File: config.mk
export PLATFORM = sky130hd
export DESIGN_NAME = fc_layer_flat
export DESIGN_NICKNAME = d
export VERILOG_FILES = /design/src/rtl/fc_pkg.sv /design/src/rtl/fc_layer_if.sv /design/src/rtl/fc_requant.sv /design/src/rtl/fc_layer.sv /design/src/flat_wrapper.sv
export SDC_FILE = /design/constraint.sdc
export NUM_CORES = 1
export LEC_CHECK = 0
export CAP_MARGIN = 20
export CORE_ASPECT_RATIO = 0.7
export CORE_MARGIN = 1
export CORE_UTILIZATION = 35
export CTS_BUF_LIST = sky130_fd_sc_hd__clkbuf_4
export CTS_CLUSTER_SIZE = 24
export DETAILED_ROUTE_END_ITERATION = 8
export MAX_ROUTING_LAYER = met4
export PLACE_DENSITY = 0.6
export SLEW_MARGIN = 40
export SYNTH_ARGS = -nofsm -noshare
export SYNTH_HDL_FRONTEND = slang
export SYNTH_SLANG_ARGS = --single-unit
File: constraint.sdc
create_clock -name clk -period 9.3 [get_ports clk]
set_input_delay 2.79 -clock clk [delete_from_list [all_inputs] [get_ports clk]]
set_output_delay 2.79 -clock clk [all_outputs]
set_load 0.01 [all_outputs]
File: src/rtl/fc_pkg.sv
// ----------------------------------------------------------------------------
// fc_pkg
// Shared constants and types for the fully-connected classifier stage.
//   N_IN        number of pooled input elements (3x3x3)
//   ROM_STRIDE  weight ROM words per neuron (27 weights + 1 bias)
//   POOL_W      width of the packed pooled input map
//   K_BIAS      k index that addresses the bias word
//   state_e     controller states
//   elem_idx    flat element index of pooled element (d, r, c)
// ----------------------------------------------------------------------------
package fc_pkg;

    localparam int unsigned N_IN       = 27;
    localparam int unsigned ROM_STRIDE = 28;
    localparam int unsigned POOL_W     = N_IN * 8;
    localparam logic [4:0]  K_BIAS     = 5'(ROM_STRIDE - 1);

    typedef enum logic [1:0] {
        StIdle,
        StMac,
        StDrain,
        StStore
    } state_e;

    function automatic int unsigned elem_idx(input int unsigned d, input int unsigned r,
                                             input int unsigned c);
        return d * 9 + r * 3 + c;
    endfunction

endpackage

File: src/rtl/fc_layer_if.sv
// ----------------------------------------------------------------------------
// fc_layer_if
// Bundles the pooled-input handshake, weight ROM port and result bus of
// fc_layer.
//   in_vld    pool_lin valid this cycle              (master -> slave)
//   pool_lin  27 x u8 pooled map, element i at [i*8 +: 8] (master -> slave)
//   w_data    signed ROM data, one cycle after w_rd  (master -> slave)
//   w_rd      ROM read enable                        (slave -> master)
//   w_addr    ROM address j*28+k                     (slave -> master)
//   busy      frame in progress                      (slave -> master)
//   fc_lin    N_OUT x s8 results, neuron j at [j*8 +: 8] (slave -> master)
//   out_vld   one-cycle result strobe                (slave -> master)
// ----------------------------------------------------------------------------
interface fc_layer_if #(
    parameter int unsigned N_OUT  = 10,
    parameter int unsigned ADDR_W = 9
);
    import fc_pkg::*;

    logic                  in_vld;
    logic [POOL_W-1:0]     pool_lin;
    logic [7:0]            w_data;
    logic                  w_rd;
    logic [ADDR_W-1:0]     w_addr;
    logic                  busy;
    logic [N_OUT*8-1:0]    fc_lin;
    logic                  out_vld;

    modport master (
        output in_vld, pool_lin, w_data,
        input  w_rd, w_addr, busy, fc_lin, out_vld
    );

    modport slave (
        input  in_vld, pool_lin, w_data,
        output w_rd, w_addr, busy, fc_lin, out_vld
    );

endinterface

File: src/rtl/fc_requant.sv
// ----------------------------------------------------------------------------
// fc_requant
// Combinational requantizer: floor arithmetic right shift of the signed
// accumulator by SHIFT, then saturation to the signed 8-bit range.
//   acc_i  signed accumulator, ACC_W bits
//   q_o    saturated signed 8-bit result
// ----------------------------------------------------------------------------
module fc_requant #(
    parameter int unsigned ACC_W = 24,
    parameter int unsigned SHIFT = 7
) (
    input  logic signed [ACC_W-1:0] acc_i,
    output logic        [7:0]       q_o
);

    localparam logic signed [ACC_W-1:0] MAX_V = 127;
    localparam logic signed [ACC_W-1:0] MIN_V = -128;

    logic signed [ACC_W-1:0] t;

    always_comb begin
        t = acc_i >>> SHIFT;
        if (t > MAX_V) begin
            q_o = 8'h7F;
        end else if (t < MIN_V) begin
            q_o = 8'h80;
        end else begin
            q_o = t[7:0];
        end
    end

endmodule

File: src/rtl/fc_layer.sv
// ----------------------------------------------------------------------------
// fc_layer
// Fully-connected classifier stage. Captures one pooled 27-element map, then
// evaluates N_OUT neurons one after another with one MAC per cycle, streaming
// 27 weights plus a bias per neuron from an external 1-cycle-latency ROM.
// All results are presented together on fc_lin with a one-cycle out_vld.
//   clk   rising-edge clock
//   rst   synchronous active-high reset
//   bus   fc_layer_if slave: in_vld/pool_lin in, w_rd/w_addr out, w_data in,
//         busy/fc_lin/out_vld out
// Per neuron: 28 MAC cycles (ROM reads), 1 DRAIN cycle, 1 STORE cycle.
// ----------------------------------------------------------------------------
module fc_layer
    import fc_pkg::*;
#(
    parameter int unsigned N_OUT  = 10,
    parameter int unsigned SHIFT  = 7,
    parameter int unsigned ACC_W  = 24,
    parameter int unsigned ADDR_W = 9
) (
    input logic       clk,
    input logic       rst,
    fc_layer_if.slave bus
);

    localparam int unsigned    JW     = (N_OUT > 1) ? $clog2(N_OUT) : 1;
    localparam logic [JW-1:0]  J_LAST = JW'(N_OUT - 1);

    state_e                  state_q, state_d;
    logic [JW-1:0]           j_q, j_d;
    logic [4:0]              k_q, k_d;
    // k of the ROM word arriving on w_data this cycle, and whether one arrives
    logic [4:0]              kp_q, kp_d;
    logic                    mac_vld_q, mac_vld_d;
    logic [ADDR_W-1:0]       addr_q, addr_d;
    logic signed [ACC_W-1:0] acc_q, acc_d;
    logic [7:0]              x_q [N_IN];
    logic [7:0]              x_d [N_IN];
    logic [N_OUT*8-1:0]      fc_q, fc_d;
    logic                    out_vld_q, out_vld_d;
    logic                    w_rd;

    logic [7:0]              x_sel;
    logic signed [16:0]      prod;
    logic signed [ACC_W-1:0] term;
    logic [7:0]              q_res;

    fc_requant #(
        .ACC_W (ACC_W),
        .SHIFT (SHIFT)
    ) u_requant (
        .acc_i (acc_q),
        .q_o   (q_res)
    );

    // Datapath term for the ROM word now on w_data: weight product or bias.
    always_comb begin
        x_sel = (kp_q == K_BIAS) ? 8'd0 : x_q[kp_q];
        prod  = $signed({1'b0, x_sel}) * $signed(bus.w_data);
        if (kp_q == K_BIAS) begin
            term = {{(ACC_W-8){bus.w_data[7]}}, bus.w_data};
        end else begin
            term = {{(ACC_W-17){prod[16]}}, prod};
        end
    end

    always_comb begin
        state_d   = state_q;
        j_d       = j_q;
        k_d       = k_q;
        kp_d      = k_q;
        mac_vld_d = 1'b0;
        addr_d    = addr_q;
        acc_d     = acc_q;
        x_d       = x_q;
        fc_d      = fc_q;
        out_vld_d = 1'b0;
        w_rd      = 1'b0;

        if (mac_vld_q) begin
            acc_d = acc_q + term;
        end

        unique case (state_q)
            StIdle: begin
                if (bus.in_vld) begin
                    for (int unsigned d = 0; d < 3; d++) begin
                        for (int unsigned r = 0; r < 3; r++) begin
                            for (int unsigned c = 0; c < 3; c++) begin
                                x_d[elem_idx(d, r, c)] =
                                    bus.pool_lin[elem_idx(d, r, c) * 8 +: 8];
                            end
                        end
                    end
                    j_d     = '0;
                    k_d     = '0;
                    acc_d   = '0;
                    addr_d  = '0;
                    state_d = StMac;
                end
            end
            StMac: begin
                w_rd      = 1'b1;
                mac_vld_d = 1'b1;
                if (k_q == K_BIAS) begin
                    // Address stays on the bias word so w_addr holds its last value.
                    state_d = StDrain;
                end else begin
                    k_d    = k_q + 5'd1;
                    addr_d = addr_q + ADDR_W'(1);
                end
            end
            StDrain: begin
                state_d = StStore;
            end
            StStore: begin
                for (int s = 0; s < int'(N_OUT); s++) begin
                    if (j_q == JW'(s)) begin
                        fc_d[s*8 +: 8] = q_res;
                    end
                end
                acc_d = '0;
                k_d   = '0;
                if (j_q == J_LAST) begin
                    out_vld_d = 1'b1;
                    state_d   = StIdle;
                end else begin
                    j_d     = j_q + JW'(1);
                    addr_d  = addr_q + ADDR_W'(1);
                    state_d = StMac;
                end
            end
            default: state_d = StIdle;
        endcase
    end

    always_ff @(posedge clk) begin
        if (rst) begin
            state_q   <= StIdle;
            j_q       <= '0;
            k_q       <= '0;
            kp_q      <= '0;
            mac_vld_q <= 1'b0;
            addr_q    <= '0;
            acc_q     <= '0;
            x_q       <= '{default: '0};
            fc_q      <= '0;
            out_vld_q <= 1'b0;
        end else begin
            state_q   <= state_d;
            j_q       <= j_d;
            k_q       <= k_d;
            kp_q      <= kp_d;
            mac_vld_q <= mac_vld_d;
            addr_q    <= addr_d;
            acc_q     <= acc_d;
            x_q       <= x_d;
            fc_q      <= fc_d;
            out_vld_q <= out_vld_d;
        end
    end

    assign bus.w_rd    = w_rd;
    assign bus.w_addr  = addr_q;
    assign bus.busy    = (state_q != StIdle);
    assign bus.fc_lin  = fc_q;
    assign bus.out_vld = out_vld_q;

endmodule
File: src/flat_wrapper.sv
// flat-port wrapper written by rule: the top's interface ports become plain ports
module fc_layer_flat import fc_pkg::*;
#(
    parameter int unsigned N_OUT  = 10,
    parameter int unsigned SHIFT  = 7,
    parameter int unsigned ACC_W  = 24,
    parameter int unsigned ADDR_W = 9
)
  (clk, rst, bus_in_vld, bus_pool_lin, bus_w_data, bus_w_rd, bus_w_addr, bus_busy, bus_fc_lin, bus_out_vld);
  fc_layer_if #(.N_OUT(N_OUT), .ADDR_W(ADDR_W)) bus_i ();
  input logic clk;
  input logic rst;
  input wire logic [$bits(bus_i.in_vld)-1:0] bus_in_vld;
  input wire logic [$bits(bus_i.pool_lin)-1:0] bus_pool_lin;
  input wire logic [$bits(bus_i.w_data)-1:0] bus_w_data;
  output wire logic [$bits(bus_i.w_rd)-1:0] bus_w_rd;
  output wire logic [$bits(bus_i.w_addr)-1:0] bus_w_addr;
  output wire logic [$bits(bus_i.busy)-1:0] bus_busy;
  output wire logic [$bits(bus_i.fc_lin)-1:0] bus_fc_lin;
  output wire logic [$bits(bus_i.out_vld)-1:0] bus_out_vld;
  assign bus_i.in_vld = bus_in_vld;
  assign bus_i.pool_lin = bus_pool_lin;
  assign bus_i.w_data = bus_w_data;
  assign bus_w_rd = bus_i.w_rd;
  assign bus_w_addr = bus_i.w_addr;
  assign bus_busy = bus_i.busy;
  assign bus_fc_lin = bus_i.fc_lin;
  assign bus_out_vld = bus_i.out_vld;
  fc_layer #(.N_OUT(N_OUT), .SHIFT(SHIFT), .ACC_W(ACC_W), .ADDR_W(ADDR_W)) u_core (.clk(clk), .rst(rst), .bus(bus_i));
endmodule
Word-level counts from Yosys, hierarchy flattened. Cells that the tools add are included.

Output and inout port bits: 92. Input bits: 227. Word-level logic and storage cells: 120. Flip-flop bits (word level): 347.

Muxes and demuxes: 26. $mul: 1. Bitwise operators: 2. Eq/ne operators: 18. Reductions and logical operators: 21. Add/sub/neg operators: 4. $lt $le $gt $ge: 3.

Operator list (count): two-way mux 24 bit (3); one-hot mux 24 bit (2 select lines) (1); binary-select mux 8 bit (select 5 bit) (1); two-way mux 8 bit (5); two-way mux 9 bit (3); one-hot mux 9 bit (3 select lines) (1); adder 24 bit (1); AND reduction 2 bit (12); greater-than comparator 17 x 8 -> 1 bit (second input constant) (1); < comparator 17 x 8 -> 1 bit (second input constant) (1); multiplier 9 x 8 -> 17 bit (1); equality test 4 x 3 -> 1 bit (second input constant) (4); one-hot mux 5 bit (3 select lines) (1); equality test 5 bit (second input constant) (2); two-way mux 5 bit (2); adder 9 x 1 -> 9 bit (second input constant) (1); equality test 4 x 2 -> 1 bit (second input constant) (2); equality test 4 bit (second input constant) (2); two-way mux 4 bit (2); one-hot mux 2 bit (4 select lines) (1); one-hot mux 4 bit (2 select lines) (1); greater-or-equal comparator 6 bit (second input constant) (1); != test 2 bit (second input constant) (3); NOT 5 -> 6 bit (1); 16 further kinds (22).

Depth between registers and ports, before layout. Gate-level depths: netlist of run 1.

Depth in word-level cells: 11. Gate-level depth with buffers: 33. Gate-level depth less buffers: 30.

By module. From an unflattened synthesis of run 1, not the netlist that was laid out.

Cells, all modules: 2227. Area total of the unflattened synthesis: 18116.1 µm².

Modules (own cells, without submodules): fc_layer (cells each 2196, area an instance 17863.4 µm², seq. area each 6946.7 µm², times used 1); fc_requant (cells each 31, area an instance 252.7 µm², seq. area each 0.0 µm², times used 1).

Worst setup path before layout of run 1. OpenSTA, ideal clock, no wires.

Path kind: input to register. Start point: input bus_w_data[7]. End point: register u_core.acc_q[18]. Data required time: 9178 ps. Buffers on the path: 2. Stages on the path: 23. Data arrival time: 8228 ps. Setup time: 122 ps. Slack: 950 ps. Cells stage by stage: clkbuf_1 -> and2_1 -> fa_1 -> fa_1 -> fa_1 -> inv_1 -> fa_1 -> inv_1 -> ha_1 -> or3_1 -> a211oi_1 -> o211ai_1 -> a21oi_1 -> xor2_1 -> o21ai_0 -> ha_1 -> clkbuf_1 -> a21o_1 -> o21bai_1 -> a21o_1 -> a21oi_1 -> a2111oi_0 -> a311o_1.

Word-level cells in the longest chain between the ends: 6.

Ends and longest elaborated chain: from (decl) (RTL line flat_wrapper.sv:15) `input wire logic [$bits(bus_i.w_data)-1:0] bus_w_data;`; multiplier 9 x 8 -> 17 bit (RTL line fc_layer.sv:59) `prod = $signed({1'b0, x_sel}) * $signed(bus.w_data);`; two-way mux 24 bit (*) (RTL line fc_layer.sv:60) `if (kp_q == K_BIAS) begin`; adder 24 bit (*) (RTL line fc_layer.sv:81) `acc_d = acc_q + term;`; two-way mux 24 bit (*) (RTL line fc_layer.sv:80) `if (mac_vld_q) begin`; two-way mux 24 bit (RTL line fc_layer.sv:86) `if (bus.in_vld) begin`; one-hot mux 24 bit (2 select lines) (*) (RTL line fc_layer.sv:84) `unique case (state_q)`; to (signal assigned) (RTL line fc_layer.sv:145) `acc_q <= '0;`; to (signal assigned) (RTL line fc_layer.sv:156) `acc_q <= acc_d;`; to (decl) (RTL line fc_layer.sv:36) `logic signed [ACC_W-1:0] acc_q, acc_d;`.

Mark *: on every way between the ends. The rest lies on a longest branch, timed or not. A chain may end at the register's enable or synchronous reset.

Worst setup path after layout of run 1.
Start point: input bus_w_data[4]. End point: register u_core.acc_q[23].

The elaborated chain is that of the path after synthesis.

==> results of run 1 <==
-- synth_stat cells, drive strengths merged (5+ instances only) --
| library cell | number |
|---|---|
| a2111oi | 5 |
| a211oi | 95 |
| a21boi | 11 |
| a21o | 16 |
| a21oi | 286 |
| a221oi | 10 |
| a22o | 8 |
| and2 | 9 |
| and3 | 9 |
| buf | 23 |
| clkbuf | 116 |
| dfxtp | 347 |
| fa | 38 |
| ha | 78 |
| inv | 70 |
| mux2 | 16 |
| mux2i | 50 |
| mux4 | 32 |
| nand2 | 499 |
| nand2b | 16 |
| nand3 | 15 |
| nand4 | 13 |
| nor2 | 138 |
| nor2b | 63 |
| nor3 | 19 |
| o211ai | 11 |
| o21a | 9 |
| o21ai | 50 |
| o21bai | 5 |
| or3 | 6 |
| xnor2 | 9 |
| xor2 | 22 |
-- layout make-up --
cell class / instances / area [um^2] / area share
flip-flops and latches: 347 / 6950 / 0.305
well taps: 665 / 832 / 0.0365
repair buffers: 356 / 3510 / 0.154
clock inverters: 40 / 228 / 0.0100
clock buffers: 123 / 923 / 0.0405
diodes: 7 / 17.5 / 0.000769
inverters: 71 / 267 / 0.0117
multi-input cells: 1567 / 10000 / 0.441
-- where the power goes --
part	total (mW)	internal [mW]	switching, mW
combinational	2.42	0.907	1.52
clock	1.34	0.676	0.668
sequential	1.84	1.70	0.137
-- worst paths after layout --
check                                                   from                            to  slack (ns)  cells after the start
worst max register to register     u_core.kp_q[0]$_SDFF_PP0_   u_core.acc_q[23]$_SDFF_PP0_        0.86                     29
worst min-delay path            u_core.x_q[213]$_SDFFE_PP0P_  u_core.x_q[213]$_SDFFE_PP0P_        0.45                      2
worst min register to register  u_core.x_q[213]$_SDFFE_PP0P_  u_core.x_q[213]$_SDFFE_PP0P_        0.45                      2
worst max-delay path                           bus_w_data[4]   u_core.acc_q[23]$_SDFF_PP0_        0.77                     25
-- cell families after synthesis --
kind of cell,Yosys count,share of synthesized area
simple gates,797,0.190
compound gates,525,0.180
flops,347,0.391
buf+inv,210,0.0474
fa+ha+maj,116,0.0977
mux,98,0.0788
xor+xnor,31,0.0153
-- routing by layer --
metal,up-vias,track usage,routed length [um]
li1,7973,-,-
met2,448,0.311,24100
met4,0,0.0741,1080
met5,-,-,0
met1,7707,0.297,26600
met3,85,0.0505,3440
-- registers in the layout, indices dropped and copies added (netlist names) --
name                flops
u_core.x_q            216
u_core.bus.fc_lin      80
u_core.acc_q           24
u_core.bus.w_addr       9
u_core.k_q              5
u_core.kp_q             5
u_core.j_q              4
u_core.state_q          2
u_core.bus.out_vld      1
u_core.mac_vld_q        1
-- through the flow --
| step | power, mW | hold slack [ns] | cell area [um^2] |
|---|---|---|---|
| floorplan | 3.47 | 0.433 | 17800 |
| global placement | 4.22 | 0.439 | 21500 |
| detailed placement | 4.26 | 0.443 | 21600 |
| CTS | 5.64 | 0.454 | 22700 |
| global route | 6.03 | 0.471 | 22800 |
| finish | 5.60 | 0.451 | 22800 |
-- tightest hold or removal path, stage by stage, from the launching register on --
cell and delay, ns:
dfxtp_1 0.31, nand2_1 0.05, a21oi_1 0.05
==> results.ini, run 1 <==
[status]
status = completed

[synth]
synthTopCellsByArea = dfxtp_1 39%, nand2_1 11%, a21oi_1 7.8%, ha_1 5.5%, fa_1 4.3%
netlist_area_um2 = 17800
ys_warn_count = 0
synth-seq-area-share = 0.391
synth_cell_type_count = 61
synthArstFlopShare = 0
yosys_register_bits = 347
synth_ff_type = dfxtp_1
synth_area_leader_cell = dfxtp_1
synth_cells = 2124
synth_top_area_share = 0.391
synth-edff-count = 0
synth_area_per_cell_um2 = 8.37
synth_fp_nets = 2467

[sta]
final-hold-violation-count = 0
skew_ns = 0.0691
fin_ws_ns = 0.766
worst_pin_slew_ns = 0.838
rsz0062_at_grt = false
period_needed_ns = 8.53
timing.fmax_ghz = 0.117
drv_slew = 0
setup_viol = 0
setup_tns_ns = 0
period_share = 0.918
slew_headroom = 0.441

[route]
antenna_left = 0
avgViaCountPerCell = 5.10
firstDrtPassIters = 5
vias = 16213
post_drt_wl_per_cell_um = 17.4
drt_iter0_markers = 1070
drc_errors = 0
drt_wl_total_mm = 55.2

[power_and_ir_drop]
vdd_drop_max_mv = 0.130
leakagePower_nw = 8.61
powerDensity_nw_per_um2 = 246

[setup_path]
path_buf_inv = 6
critPathSlowestCell = clkdlybuf4s50_1
cp_top_family = adder cells
crit_fanout = 9
critPathMaxStageDelay_ns = 0.58
end_kind = flop
crit_top_cell = inv_1
worstSetupPathType = in2reg
start_kind = primary input
arrival_ns = 9.26
cp_data_required_time_ns = 10.03

[job]
cap_violations = 0

[floorplanning]
die_w_um = 271
rows = 68
core_area_um2 = 49700
start_util = 0.358
ioPinCount = 319
die_y_um = 191
die_area_um2 = 51700

[final_layout]
nets = 2776
layout.cells.non_filler = 3176
post-route-util = 0.458
drive_gt1_frac = 0.0998
nFillCells = 4899
area_growth_pct = 28.1
layout_common_cells = 498 x nand2_1, 343 x dfxtp_1, 317 x clkdlybuf4s50_1
mostFrequentLayoutCell = nand2_1

[placement]
pre_cts_ws_ns = 0.0798
place_hpwl_mm = 40.0
placed_cells = 3005
place.gp.congestion = 0.886
portBuffers = 318

[grt]
grt_pass1_wl_mm = 86.1
grt_antenna_before_repair = 7
grt_usage = 0.217
grt_max_degree = 165
grt_overflow = 0
first_global_vias = 15862

[cts]
post-cts-setup-buffers = 0
clkTransAtPathRegs_ns = 0.06
clk-insertion-delay-late_ns = 0.84
root_buffer = clkbuf_4
cts_hold_buf = 0
numCtsBuffers = 90
clock-sinks = 347
cts_buffer_depth = 3
cts_resized = 0
tritoncts = done
htree_levels = 3

[worst_hold_path]
hp-class = reg2reg

No activity file was read; power rests on OpenSTA's default activity.
==> inputs of run 2 (changes only) <==
--- a/config.mk
+++ b/config.mk
@@ -10,7 +10,6 @@
 export CORE_MARGIN = 1
 export CORE_UTILIZATION = 35
 export CTS_BUF_LIST = sky130_fd_sc_hd__clkbuf_4
-export CTS_CLUSTER_SIZE = 24
 export DETAILED_ROUTE_END_ITERATION = 8
 export MAX_ROUTING_LAYER = met4
 export PLACE_DENSITY = 0.6
==> results of run 2 <==
Final layout, timing and power as in run 1 (identical DEF).
==> inputs of run 3 (changes only) <==
--- a/config.mk
+++ b/config.mk
@@ -5,7 +5,8 @@
 export SDC_FILE = /design/constraint.sdc
 export NUM_CORES = 1
 export LEC_CHECK = 0
-export CAP_MARGIN = 20
+export ABC_AREA = 0
+export CAP_MARGIN = 10
 export CORE_ASPECT_RATIO = 0.7
 export CORE_MARGIN = 1
 export CORE_UTILIZATION = 35
==> results of run 3 <==
Final layout, timing and power as in run 1 (identical DEF).
